`config.mk`:
```
export PLATFORM = sky130hd
export DESIGN_NAME = uart_tx_buf
export DESIGN_NICKNAME = d
export VERILOG_FILES = /design/src/rtl/uart_pkg.sv /design/src/rtl/sync_fifo.sv /design/src/rtl/uart_tx_buf.sv
export SDC_FILE = /design/constraint.sdc
export NUM_CORES = 1
export LEC_CHECK = 0
export CAP_MARGIN = 15
export CORE_MARGIN = 2
export CORE_UTILIZATION = 35
export DETAILED_ROUTE_END_ITERATION = 7
export GPL_ROUTABILITY_DRIVEN = 0
export PLACE_DENSITY_LB_ADDON = 0.2
export SYNTH_ARGS = -nofsm -noshare
export SYNTH_HDL_FRONTEND = slang
export SYNTH_SLANG_ARGS = --single-unit
```
`constraint.sdc`:
```
create_clock -name sys_clk -period 6 [get_ports sys_clk]
set_input_delay 0.6 -clock sys_clk [delete_from_list [all_inputs] [get_ports sys_clk]]
set_output_delay 0.6 -clock sys_clk [all_outputs]
set_load 0.02 [all_outputs]
```
`src/rtl/uart_pkg.sv`:
```
// -----------------------------------------------------------------------------
// uart_pkg
//   Shared definitions for the UART blocks (uart_rx, uart_tx, uart_tx_buf).
//   - Default bit rate and system clock frequency.
//   - The transmit-pacing FSM state encoding.
//   - Elaboration-time helpers that derive BAUD_CNT and the inter-frame GAP.
//   The helpers are only ever called to set localparams, so they add no
//   runtime arithmetic.
// -----------------------------------------------------------------------------
package uart_pkg;

  localparam int DEF_UART_BPS   = 9600;
  localparam int DEF_CLK_FREQ   = 50_000_000;
  localparam int DEF_FRAME_BITS = 10;

  typedef enum logic [1:0] {
    ST_IDLE = 2'd0,
    ST_SEND = 2'd1,
    ST_WAIT = 2'd2
  } tx_state_e;

  // Clock cycles per serial bit (integer division, truncating).
  function automatic int calc_baud_cnt(input int clk_freq, input int uart_bps);
    return clk_freq / uart_bps;
  endfunction

  // Clock cycles occupied by one complete serial frame.
  function automatic int calc_gap(input int frame_bits, input int baud_cnt);
    return frame_bits * baud_cnt;
  endfunction

endpackage

```
`src/rtl/sync_fifo.sv`:
```
// -----------------------------------------------------------------------------
// sync_fifo
//   Single-clock FIFO, DEPTH x WIDTH, DEPTH a power of two.
//   Read data is the current head (first-word fall-through), so the consumer
//   samples rdata in the same cycle it asserts pop.
//
// Ports
//   clk    in   clock, rising edge
//   rst    in   synchronous active-high reset (clears pointers and count)
//   push   in   write request; accepted when not full, or when full with an
//               accepted pop in the same cycle
//   pop    in   read request; ignored while empty
//   wdata  in   WIDTH  data to write
//   rdata  out  WIDTH  head entry
//   cnt    out  $clog2(DEPTH)+1  occupancy 0..DEPTH
//   full   out  cnt == DEPTH
//   empty  out  cnt == 0
// -----------------------------------------------------------------------------
module sync_fifo #(
  parameter int DEPTH = 16,
  parameter int WIDTH = 8
) (
  input  logic                     clk,
  input  logic                     rst,
  input  logic                     push,
  input  logic                     pop,
  input  logic [WIDTH-1:0]         wdata,
  output logic [WIDTH-1:0]         rdata,
  output logic [$clog2(DEPTH):0]   cnt,
  output logic                     full,
  output logic                     empty
);

  localparam int AW = $clog2(DEPTH);
  localparam int CW = AW + 1;

  logic [WIDTH-1:0] mem [DEPTH];
  logic [AW-1:0]    wr_ptr;
  logic [AW-1:0]    rd_ptr;
  logic             wr_en;
  logic             rd_en;

  assign full  = (cnt == CW'(DEPTH));
  assign empty = (cnt == '0);

  // A pop frees the head slot in the same cycle, so a full FIFO may still
  // take a write when a read happens alongside it.
  assign rd_en = pop && !empty;
  assign wr_en = push && (!full || rd_en);

  assign rdata = mem[rd_ptr];

  // NOTE: the storage array has no reset; stale entries are unreachable
  // because the pointers and count are cleared, and leaving the RAM
  // unreset lets it map onto plain memory cells.
  always_ff @(posedge clk) begin
    if (wr_en && !rst) begin
      mem[wr_ptr] <= wdata;
    end
  end

  // Pointers wrap naturally because DEPTH is a power of two.
  always_ff @(posedge clk) begin
    if (rst) begin
      wr_ptr <= '0;
      rd_ptr <= '0;
      cnt    <= '0;
    end else begin
      if (wr_en) begin
        wr_ptr <= wr_ptr + 1'b1;
      end
      if (rd_en) begin
        rd_ptr <= rd_ptr + 1'b1;
      end
      case ({wr_en, rd_en})
        2'b10:   cnt <= cnt + 1'b1;
        2'b01:   cnt <= cnt - 1'b1;
        default: cnt <= cnt;
      endcase
    end
  end

endmodule

```
`src/rtl/uart_tx_buf.sv`:
```
// -----------------------------------------------------------------------------
// uart_tx_buf
//   Elastic byte buffer between a UART receiver and a UART transmitter.
//   Incoming bytes are queued in a FIFO; a pacing FSM releases one byte per
//   serial frame time so the downstream transmitter is never restarted
//   while it is still shifting out the previous frame.
//
// Ports
//   sys_clk   in   single clock, rising edge
//   sys_rst   in   synchronous active-high reset
//   pi_data   in   8   byte from upstream receiver
//   pi_flag   in   one-cycle write strobe
//   po_data   out  8   byte to downstream transmitter, held between pulses
//   po_flag   out  one-cycle start strobe to downstream transmitter
//   fifo_cnt  out  $clog2(DEPTH)+1  current occupancy
//   full      out  occupancy == DEPTH
//   overflow  out  one-cycle pulse, the cycle after a dropped write
// -----------------------------------------------------------------------------
module uart_tx_buf
  import uart_pkg::*;
#(
  parameter int UART_BPS   = DEF_UART_BPS,
  parameter int CLK_FREQ   = DEF_CLK_FREQ,
  parameter int DEPTH      = 16,
  parameter int FRAME_BITS = DEF_FRAME_BITS
) (
  input  logic                   sys_clk,
  input  logic                   sys_rst,
  input  logic [7:0]             pi_data,
  input  logic                   pi_flag,
  output logic [7:0]             po_data,
  output logic                   po_flag,
  output logic [$clog2(DEPTH):0] fifo_cnt,
  output logic                   full,
  output logic                   overflow
);

  localparam int BAUD_CNT = calc_baud_cnt(CLK_FREQ, UART_BPS);
  localparam int GAP      = calc_gap(FRAME_BITS, BAUD_CNT);
  localparam int GW       = $clog2(GAP) + 1;
  localparam logic [GW-1:0] GAP_LOAD = GW'(GAP - 1);

  tx_state_e     state_q;
  tx_state_e     state_d;
  logic [GW-1:0] gap_q;
  logic [GW-1:0] gap_d;
  logic          pop;
  logic          empty;
  logic [7:0]    head;

  sync_fifo #(
    .DEPTH (DEPTH),
    .WIDTH (8)
  ) u_fifo (
    .clk   (sys_clk),
    .rst   (sys_rst),
    .push  (pi_flag),
    .pop   (pop),
    .wdata (pi_data),
    .rdata (head),
    .cnt   (fifo_cnt),
    .full  (full),
    .empty (empty)
  );

  // NOTE: every signal driven here gets a default before the case, so no
  // path through the block can leave one unassigned and infer a latch.
  always_comb begin
    state_d = state_q;
    gap_d   = gap_q;
    pop     = 1'b0;
    case (state_q)
      ST_IDLE: begin
        if (!empty) begin
          state_d = ST_SEND;
        end
      end
      // SEND is only ever entered with the FIFO non-empty, so the pop here
      // always removes a real byte.
      ST_SEND: begin
        pop     = 1'b1;
        gap_d   = GAP_LOAD;
        state_d = ST_WAIT;
      end
      // GAP cycles in WAIT plus the SEND cycle give GAP+1 cycles between
      // successive po_flag pulses.
      ST_WAIT: begin
        if (gap_q == '0) begin
          state_d = empty ? ST_IDLE : ST_SEND;
        end else begin
          gap_d = gap_q - 1'b1;
        end
      end
      default: begin
        state_d = ST_IDLE;
      end
    endcase
  end

  // NOTE: sequential state uses non-blocking assignments so every register
  // samples the pre-edge values regardless of statement order.
  always_ff @(posedge sys_clk) begin
    if (sys_rst) begin
      state_q <= ST_IDLE;
      gap_q   <= '0;
    end else begin
      state_q <= state_d;
      gap_q   <= gap_d;
    end
  end

  // The popped byte and its strobe are registered together, so po_data is
  // valid in exactly the cycle po_flag is high and is held afterwards.
  always_ff @(posedge sys_clk) begin
    if (sys_rst) begin
      po_data  <= 8'h00;
      po_flag  <= 1'b0;
      overflow <= 1'b0;
    end else begin
      po_flag  <= pop;
      overflow <= pi_flag && full && !pop;
      if (pop) begin
        po_data <= head;
      end
    end
  end

endmodule
```
==> results.md <==
- Status: complete, no violations
- Die area: roughly 22000 um2
- Crit path largest cell delay: 0.86 ns
- Fin nets: roughly 540
- Avg WL per Cell: 19.9 um
- Total track usage: 15.2%
- Die width: between 100 and 150 um
- Crit end category: flop
- GR Overflow Total: 0
- Final Core Density: 41.0%
- Sequential cell area fraction in the yosys report: between 60% and 70%
- Number of I/O pins: 27
- Met3 Use GR: between 3 and 4%
- Mapped Avg Cell Area: between 10 and 15 um2
- CTS buffer count: 17
- Starting density of the core: 35.7%
- Final max-slew violation count: 0
- Detailed placer's ending HPWL: 10500 um
- Routed Antenna Nets: 0
- Post-synth EDFFs: 128
- Crit path max-delay family: simple AND/OR/NAND/NOR gates
- DR vias/cell: around 5.3
- Worst-Skew Late Latency: approximately 0.43 ns
- Worst Tran Pin Value: 1.05 ns
- Post-synth net total: 524
- Number of port buffers: 26
- Setup violators final: 0
- Core area: 20300 um2
- Mapped cell area: 7240 um2
- Max cap viols: 0
- Clock tree buffer depth: 2
- Total number of vias: approximately 4300
- Largest net degree at the start of global routing: 46
- Worst path buffer plus inverter count: 0
- # Post-CTS Setup Buffers: 0
- Fin crit share: a little over half
- TritonCTS clock tree: yes
- CTS clk-pin slew, worst paths: 0.07 ns
- Crit-path cells: nand2b_1 -> a311oi_1 -> nand2_1 -> nor3_1
- Fmax: between 300 and 400 MHz
- Setup_tns: 0 ns
- FFs w/ async S/R, synth: 0%
- Met2 Use GR: 25.3%
- Min Tclk post-route: 3.30 ns
- Sink Count: 170
- Cts hold-fix bufs: 0
- Area grow syn2layout: 15.0%
- Post-synth top area share: a little over half
- RSZ-0062 raised after global routing: no
- Crit path DAT: 3.34 ns
- Max FO, Critical Path: 18
- Post_cts resized: 0
- GRT busiest layer: met2
- Min-delay worst type: flop to flop
- Share of layout cells above drive strength 1: about 14%
- Vias in the first global route: roughly 4300
- Worst slew margin: between 20% and 30%
- Primary FF master, synth: edfxtp_1
- Initial antenna violation count: 0
- CP required: 6.04 ns
- Area contributors post-synth: edfxtp_1 (53%), dfxtp_1 (12%), mux4_2 (5.6%), mux2i_1 (2.6%), nor2_1 (1.9%)
- Initial DRT Pass Iterations: 5
- Total wire length: 16100 um
- #FFs+latches synth: 170
- Count of final hold-check violations: 0
- DRT iter0 DRCs: around 300
- Antenna Cells: 0
- Area leader, netlist: edfxtp_1
- DR DRC count: 0
- First-pass GRT wire length: 24900 um
- Pwr dens: 395 nW/um2
- Leak: 2.62 nW
- Num rows: 52
- GR Util met1: slightly below 20%
- CP Class: flop to flop
- Die height: 148 um
- Critical Path Source Type: flop
- Cells after synthesis: 504
- Slowest stage cell, crit path: nor3_1
- Max IR drop VDD: 0.198 mV
- Yosys warns: 0
- Skew final: 0.0138 ns
- Root Driver: clkbuf_16
- Synth cell types: 58
- Htree depth: 4
## final timing paths
kind,endpoint,slack [ns],startpoint,cells after the start
worst max-delay path,u_fifo.mem[3][5]$_DFFE_PP_,2.70,state_q[0]$_SDFFE_PP0P_,4
worst min-delay path,gap_q[16]$_SDFFE_PP0P_,0.49,gap_q[16]$_SDFFE_PP0P_,2
worst max register to register,u_fifo.mem[3][5]$_DFFE_PP_,2.70,state_q[0]$_SDFFE_PP0P_,4
worst min register to register,gap_q[16]$_SDFFE_PP0P_,0.49,gap_q[16]$_SDFFE_PP0P_,2
## registers in the layout, summed over array words and instances (netlist names)
name and cells:
overflow 1, u_fifo.rd_ptr 4, po_data 8, u_fifo.mem 128, gap_q 17, po_flag 1, state_q 2, u_fifo.wr_ptr 4
u_fifo.cnt 5
## routing by layer
layer	part of all wire, %	vias to the layer above	wire length (um)
met3	4.1	12	666
met4	1.2	0	195
li1	-	2045	-
met1	45	2157	7190
met2	50	81	8030
met5	0	-	0
## logic make-up (layout without fill, tap and decap cells)
kind of cell    after synthesis  in the layout  share of synthesized area (%)
flops                       170            170                           64.7
buf+inv                      38             71                           2.14
compound gates               79             79                           8.33
xor+xnor                      7              7                          0.846
fa+ha+maj                     9              9                           1.55
simple gates                153            153                           12.5
mux                          48             48                           9.93
## tightest hold or removal path, cell delays in order (launching register included)
cell and delay (ns):
dfxtp_1 0.32, o21ai_0 0.07, a21oi_1 0.06
## stage by stage
stage	setup slack [ns]	cell area [um2]	hold WS [ns]	instances	total power [mW]
after global routing	2.34	8330	0.522	807	3.45
after CTS	2.61	8330	0.487	807	3.32
after global placement	2.59	7750	0.471	775	2.24
after floorplan	3.37	7240	0.450	504	2.03
after detailed placement	2.52	7750	0.473	775	2.26
final	2.70	8330	0.487	807	3.29
## report_power, final
part	switching [mW]	total, mW	internal [mW]
Clock	0.505	1.06	0.555
Combinational	0.444	0.762	0.318
Sequential	0.128	1.47	1.34
Total	1.08	3.29	2.21
## cells in the mapped netlist, types with 4 or more instances
| library cell | count |
|---|---|
| a31oi_1 | 7 |
| nor3_1 | 14 |
| nor2b_1 | 20 |
| buf_2 | 10 |
| o31ai_1 | 4 |
| mux2i_1 | 19 |
| clkbuf_1 | 19 |
| mux4_2 | 18 |
| a211oi_1 | 12 |
| xnor2_1 | 4 |
| o21ai_0 | 5 |
| nand3_1 | 9 |
| nor2_1 | 37 |
| ha_1 | 9 |
| or3_1 | 6 |
| dfxtp_1 | 42 |
| mux2_2 | 9 |
| nand2b_1 | 5 |
| inv_1 | 8 |
| a22o_1 | 7 |
| a2111oi_0 | 9 |
| a221o_1 | 7 |
| nor4_1 | 14 |
| a21oi_1 | 8 |
| a311oi_1 | 4 |
| edfxtp_1 | 128 |
| nand2_1 | 14 |
| or4_1 | 9 |
## final cells by class
| class | count | area [um2] |
|---|---|---|
| clock buffer | 17 | 425 |
| clock inverter | 15 | 148 |
| fill | 1886 | 12000 |
| inverter | 8 | 30.0 |
| multi-input combinational | 296 | 2400 |
| sequential | 170 | 4690 |
| tap | 270 | 338 |
| timing repair buffer | 31 | 298 |
## layout by cell type (no fill, tap or decap), types with 4 or more instances in the layout
master	count
or3_1	6
mux2i_1	19
inv_4	4
buf_4	5
nor4_1	14
nor2_1	37
a31oi_1	7
dfxtp_1	41
nor3_1	14
xnor2_1	4
nor2b_1	20
o21ai_0	5
o31ai_1	4
nand3_1	9
a221o_1	7
mux4_2	18
ha_1	9
mux2_2	9
inv_8	5
inv_1	8
edfxtp_1	128
a311oi_1	4
a2111oi_0	9
a211oi_1	12
a22o_1	7
or4_1	9
clkdlybuf4s50_1	26
nand2b_1	5
clkbuf_16	17
nand2_1	14
a21oi_1	8
No activity file was read; power rests on OpenSTA's default activity.
